===== config.mk =====
export PLATFORM = sky130hd
export DESIGN_NAME = spi_readback
export DESIGN_NICKNAME = d
export VERILOG_FILES = /design/src/rtl/spi_readback.sv
export SDC_FILE = /design/constraint.sdc
export NUM_CORES = 1
export LEC_CHECK = 0
export ABC_AREA = 1
export CAP_MARGIN = 20
export CORE_MARGIN = 3
export CORE_UTILIZATION = 51
export CTS_CLUSTER_SIZE = 14
export DETAILED_ROUTE_END_ITERATION = 7
export HOLD_SLACK_MARGIN = 0.15
export PLACE_DENSITY = 0.79
export SYNTH_ARGS = -nofsm -noshare
export SYNTH_HDL_FRONTEND = slang
export SYNTH_SLANG_ARGS = --single-unit

===== constraint.sdc =====
create_clock -name spi_clk -period 1.85 [get_ports spi_clk]
set_input_delay 0.2775 -clock spi_clk [delete_from_list [all_inputs] [get_ports spi_clk]]
set_output_delay 0.2775 -clock spi_clk [all_outputs]
set_load 0.02 [all_outputs]

===== src/rtl/spi_readback.sv =====
// spi_readback: SPI slave read path; decodes {rw, addr} and shifts register data MSB-first onto poci.
// Latency: first data bit valid after rising edge DATA_W+1 of the frame; no backpressure, spi_clk paces all.
module spi_readback #(
  parameter int ADDR_W   = 7,
  parameter int DATA_W   = 8,
  parameter int AUTO_INC = 1
) (
  input  logic              spi_clk,
  input  logic              rstn,
  inout  wire               DVDD,
  inout  wire               DVSS,
  input  logic              cs,
  input  logic              pico,
  input  logic [DATA_W-1:0] rdata,
  output logic [ADDR_W-1:0] rd_addr,
  output logic              rd_en,
  output logic              poci,
  output logic              poci_oe
);

  localparam int CNT_W = $clog2(DATA_W);
  localparam logic [CNT_W-1:0] CNT_MAX = CNT_W'(DATA_W - 1);

  localparam logic [1:0] ST_CMD    = 2'd0;
  localparam logic [1:0] ST_READ   = 2'd1;
  localparam logic [1:0] ST_IGNORE = 2'd2;

  logic [1:0]        state;
  logic [CNT_W-1:0]  bit_cnt;
  logic [DATA_W-1:0] shreg;
  logic [DATA_W-1:0] cmd_byte;
  logic              last_bit;
  logic              rst_n_i;

  // Supply pins only pass through to the pads.
  wire unused_supply = DVDD ^ DVSS;

  // Deasserting cs tears the whole frame down immediately.
  assign rst_n_i  = rstn & ~cs;
  assign last_bit = (bit_cnt == CNT_MAX);
  assign cmd_byte = {shreg[DATA_W-2:0], pico};

  always_ff @(posedge spi_clk or negedge rst_n_i) begin
    if (!rst_n_i) begin
      state   <= ST_CMD;
      bit_cnt <= '0;
      shreg   <= '0;
      rd_addr <= '0;
      rd_en   <= 1'b0;
      poci    <= 1'b0;
      poci_oe <= 1'b0;
    end else begin
      bit_cnt <= last_bit ? '0 : bit_cnt + CNT_W'(1);
      case (state)
        ST_CMD: begin
          shreg <= cmd_byte;
          if (last_bit) begin
            if (!cmd_byte[DATA_W-1]) begin
              rd_addr <= cmd_byte[ADDR_W-1:0];
              rd_en   <= 1'b1;
              state   <= ST_READ;
            end else begin
              state   <= ST_IGNORE;
            end
          end
        end
        ST_READ: begin
          // shreg holds the bits still to be sent, left-aligned.
          if (bit_cnt == '0) begin
            shreg   <= {rdata[DATA_W-2:0], 1'b0};
            poci    <= rdata[DATA_W-1];
            poci_oe <= 1'b1;
            rd_en   <= 1'b0;
          end else begin
            shreg   <= {shreg[DATA_W-2:0], 1'b0};
            poci    <= shreg[DATA_W-1];
          end
          if (last_bit) begin
            if (AUTO_INC != 0) rd_addr <= rd_addr + ADDR_W'(1);
            rd_en <= 1'b1;
          end
        end
        default: begin
          poci    <= 1'b0;
          poci_oe <= 1'b0;
          rd_en   <= 1'b0;
        end
      endcase
    end
  end

endmodule


==> impl_results.md <==
- Worst Hold Class: input port to async pin
- GRT Residual Overflow: 0
- CP Data Required Time: 1.57 ns
- Synth warn: 0
- Peak VDD IR: 0.894 mV
- Top Ports: 24
- Sequential-to-total area share from yosys stat: 46.0%
- CP max-delay cell: clkdlybuf4s50_1
- FMAX: 0.576 GHz
- # hold bufs at CTS: 0
- GRT Total Usage: 17.8%
- Die height: 55.5 um
- Synth Cell Area: 1250 sq um
- Final period util: 93.9%
- Worst EP arrival: 1.46 ns
- Site Rows: 17
- Worst-Margin Slew: 0.289 ns
- H-tree levels: 1
- Final setup viols: 0
- Max_cap viols: 0
- Mapped Nets: 169
- Power per cell area: 1160 nW/um^2
- Total Wirelength: 2.45 mm
- First-pass DRT Iterations: 4
- Syn Area/Cell: 8.33 sq um
- Setup crit end kind: output port
- Buf/Inv on CP: 1
- Placed cell area: 1480 sq um
- Crit path max fanout: 8
- RSZ-0062 raised after global routing: no
- Total power: 1.75 mW
- GPL Wtd Cong: 0.832
- First-pass GRT wire length: 4.43 mm
- Final ANT Viol Nets: 0
- Detail Placement HPWL: 1.86 mm
- Finished Cell Area: 1510 sq um
- Layout cell share with drive strength beyond 1: 12.1%
- Vias in the first global route: 1043
- Die area: 3080 sq um
- Final setup TNS: 0 ns
- CP max stage delay: 0.65 ns
- Max Transition Viols Final: 0
- Average wire per standard cell: 12.1 um
- Worst skew pair latency: 0.32 ns
- N_diodes: 0
- Layout Nets: 194
- Via-to-Cell Ratio: 5.19
- Via Count: 1049
- Initial antenna violation count: 0
- Largest net degree at the start of global routing: 24
- Endpoints left unconstrained: 2
- Post-CTS Setup Bufs: 0
- CP Launch Type: flop
- CTS buffer count: 3
- Final Critical Period: 1.74 ns
- Crit Path Class: flop to output port
- Synth Instances: 150
- Most common cell after layout, fill and taps aside: nand2_1
- Cts repair resizes: 0
- Crit-path leading delay family: buffers and inverters
- Clock Pin Slew Worst Setup and Hold Paths: 0.13 ns
- Deepest clock path buffer count: 2
- Most frequent cells in the layout: 38 x nand2_1, 23 x dfrtp_1, 21 x clkdlybuf4s50_1
- Die width: 55.5 um
- Worst path cell trace: clkdlybuf4s50_1
- CTS tree: built
- Initial Utilization: 54.9%
- DRC viols: 0
- Area Growth Syn to Fin: 20.8%
- Status: finished clean
- 1st-iter DRT viols: 37
- Core ar.: 2280 sq um
- CTS sink count: 23
- Static leakage: 0.703 nW
- Distinct cell type count after synthesis: 25
- Max_slew headroom: 80.7%
- #FFs+latches synth: 23
- I/O Buffers: 21
- Worst Skew: 0.00839 ns
- Final hold violation count: 0
- Root Buffer: clkbuf_4
-- state kept, by name, indices dropped and copies added (netlist names) --
register	count
bit_cnt	3
poci	1
poci_oe	1
rd_addr	7
rd_en	1
shreg	8
state	2
-- stage by stage --
step / hold slack (ns) / util [%] / std cells / setup slack (ns)
final: 0.350 / 66.4 / 202 / 0.113
after CTS: 0.363 / 66.4 / 202 / 0.101
after global routing: 0.367 / 66.4 / 202 / 0.0608
after global placement: 0.443 / 65.1 / 198 / 0.386
after floorplan: 0.410 / - / 150 / 0.340
after detailed placement: 0.466 / 65.1 / 198 / 0.339
-- area by class of cell --
cell class	count	area (sq um)
Fill cell	190	766
Sequential cell	23	576
Multi-Input combinational cell	103	568
Timing Repair Buffer	23	225
Inverter	21	78.8
Tap cell	28	35.0
Clock buffer	3	22.5
Clock inverter	1	5.00
-- worst register-to-register path: cells and delay by family, from the launching register on --
family	cells	cell delay, ns
AO/OA/AOI/OAI	1	0.04
adder cells (fa/ha/maj)	2	0.45
buffers and inverters	1	0.15
flip-flops	1	0.42
AND/OR/NAND/NOR	2	0.37
-- cells in the mapped netlist, drive strengths merged --
master  count  area [sq um]
dfrtp      23           576
o211ai      8          60.1
ha          5          62.6
nor2       22           103
a21oi       4          31.3
nand4       1          6.26
nand2      39           149
nor3        1          5.00
inv        21          78.8
o21ai       7          35.0
a22oi       1          12.5
buf         3          30.0
nand3       9          50.1
xor2        1          8.76
o31ai       3          27.5
o21bai      2          15.0
-- metal layers --
metal  vias to the layer above  routed length, um  track usage [%]
met5                         -                  0                0
li1                        530                  -                -
met1                       500               1100             22.3
met2                        15               1230             30.4
met4                         0                 48             8.33
met3                         4                 78             2.10
-- path summary, 6_finish.rpt --
check	start	to	slack [ns]	depth (start not counted)
min in group spi_clk	bit_cnt[0]	bit_cnt[0]	0.48	1
worst max register to register	bit_cnt[0]	rd_addr[4]	0.33	6
worst min-delay path	cs	rd_addr[4]	0.35	3
worst max-delay path	rd_addr[0]	rd_addr[0]	0.11	1
worst min register to register	bit_cnt[0]	bit_cnt[0]	0.48	1
max in group asynchronous	rstn	shreg[1]	1.21	4
-- where the power goes --
| group | switching (mW) | internal (mW) | total (mW) |
|---|---|---|---|
| Sequential | 0.153 | 0.647 | 0.800 |
| Clock | 0.158 | 0.0809 | 0.239 |
| Combinational | 0.390 | 0.322 | 0.712 |
-- cell families (layout without fill, tap and decap cells) --
kind of cell,Yosys count,count (layout),synth area share (%)
AND/OR/NAND/NOR,72,72,25.0
AO/OA/AOI/OAI,25,25,14.5
buffers and inverters,24,48,8.71
flip-flops,23,23,46.0
adder cells (fa/ha/maj),5,5,5.01
XOR/XNOR,1,1,0.701
(Power assumes the default switching activity.)
==> variant, RTL diff (config.mk and constraints unchanged) <==
`ADDR_W`: 7 -> 6.
--- a/src/rtl/spi_readback.sv
+++ b/src/rtl/spi_readback.sv
@@ -1,7 +1,7 @@
 // spi_readback: SPI slave read path; decodes {rw, addr} and shifts register data MSB-first onto poci.
 // Latency: first data bit valid after rising edge DATA_W+1 of the frame; no backpressure, spi_clk paces all.
 module spi_readback #(
-  parameter int ADDR_W   = 7,
+  parameter int ADDR_W   = 6,
   parameter int DATA_W   = 8,
   parameter int AUTO_INC = 1
 ) (
Interface: changed (resized rd_addr); port bits go from 24 to 23. No check against the original RTL was run, so the function may have changed too.
==> variant against the unedited design <==
- power shrank 13%
- combinational power decreased by 37%
- worst hold slack improved by 0.0088 ns
- largest cell class unchanged
- die area decreased by 5.4%
- first-iteration DRC count fell by 22%
- via count decreased by 9.2%
- sequential cell count fell by 1
- core utilization up 4.5 points
- routed wire length shrank 5.0%
- setup slack improved by 0.026 ns
- synthesized cell count is 11% lower
- highest routed layer unchanged
- design area is 3.3% lower
- synthesized area decreased by 6.0%
==> variant: results (changes against the unedited design) <==
placement:
  placed_cells: 180  # -9.1%
  gp_congestion: 0.7941  # -4.5%
  postPlaceCellArea_um2: 1408  # -5.1%
  place_ws_ns: 0.4309  # +0.09192 ns
  port_buffers: 20  # -4.8%
  dp_hpwl_um: 1757  # -5.4%
power:
  switchingPower_mw: 0.5049  # -28%
  vdd_drop_max_mv: 1.032  # +16%
  total_leakage_power_nw: 0.6960  # -1.1%
global_route:
  grt_usage: 0.1870  # +0.008892
  grt_pass1_wl_um: 3967  # -10%
  grt_max_degree: 23  # -4.2%
cells_and_area:
  drive_gt1_frac: 0.1210  # +0.0003295
clocking:
  clk_latency_ns: 0.31
  post_cts_buffers: 0  # unchanged
worst_setup_path:
  max_stage_delay_ns: 0.65  # about the same
  crit_arrival_ns: 1.43  # -0.03 ns
  r2r_end: "shreg[2]"
  crit_path_max_fanout: 6  # -2
  r2r-start: "state[1]"
detailed_routing:
  drt-initial-drc-count: 29  # -22%
  avgViaCountPerCell: 5.174  # -0.37%
yosys:
  synth_area_leaders: "dfrtp_1 (47%), nand2_1 (14%), ha_1 (5.3%)"
  synth_fp_nets: 152  # -10%
  yosysUniqueCellTypes: 26  # +4.0%
  yosys-top-cells-count: "nand2_1 (44), dfrtp_1 (22), inv_1 (13), nand3_1 (8), nor2_1 (7)"
  syn_inst: 133  # -11%
  yosysSeqAreaShare: 0.4686  # +0.008123
timing:
  tightest_slew_ns: 0.4956  # +0.2064 ns
  untimed_endpoints: 2  # unchanged
  fin_hold_ws_ns: 0.3584  # +0.008789 ns
  skew_ns: 0.01186  # +0.003471 ns
run_status:
  status: "finished, final reports clean"
## variant: cells by family after synthesis
family                     after synthesis  share of synthesized area
DFF                                     22                     0.4686
adders and majority gates                5                    0.05325
and+or+nand+nor                         66                     0.2716
xor gates and xnor gates                 3                    0.02237
buffers and inverters                   17                    0.06922
AOI/OAI and AO/OA                       20                     0.1150
## variant: final cells by class
type                            count  area (um^2)
Clock buffer                        3        22.52
Clock inverter                      1        30.03
Fill cell                         162        601.8
Inverter                           16        70.07
Multi-Input combinational cell     94        545.5
Sequential cell                    22        550.5
Tap cell                           27        33.78
Timing Repair Buffer               21        207.7
## variant: power by group through the flow
stage | Combinational, mW | Clock [mW] | Sequential (mW)
after floorplan | 0.237 | 0 | 0.740
after global placement | 0.441 | 0 | 0.708
after detailed placement | 0.454 | 0 | 0.711
after CTS | 0.456 | 0.372 | 0.703
after global routing | 0.504 | 0.390 | 0.726
final | 0.452 | 0.361 | 0.707
## variant: how the worst max path moves through the flow
stage	slack, ns	cells after the start	start	end
after global placement	0.46	6	bit_cnt[0]	rd_addr[2]
after detailed placement	0.43	6	bit_cnt[0]	rd_addr[2]
after floorplan	0.40	2	rstn	bit_cnt[0]
final	0.14	1	rd_addr[2]	rd_addr[2]
after global routing	0.05	1	rd_addr[2]	rd_addr[2]
after CTS	0.13	1	rd_addr[2]	rd_addr[2]
## variant: layer usage
layer  track usage  wire length, um  vias to the layer above
li1              -                -                      477
met1        0.2469             1137                      449
met2        0.3065             1039                       24
met3       0.06094              142                        2
met4       0.02490               12                        0
met5             0                0                        -
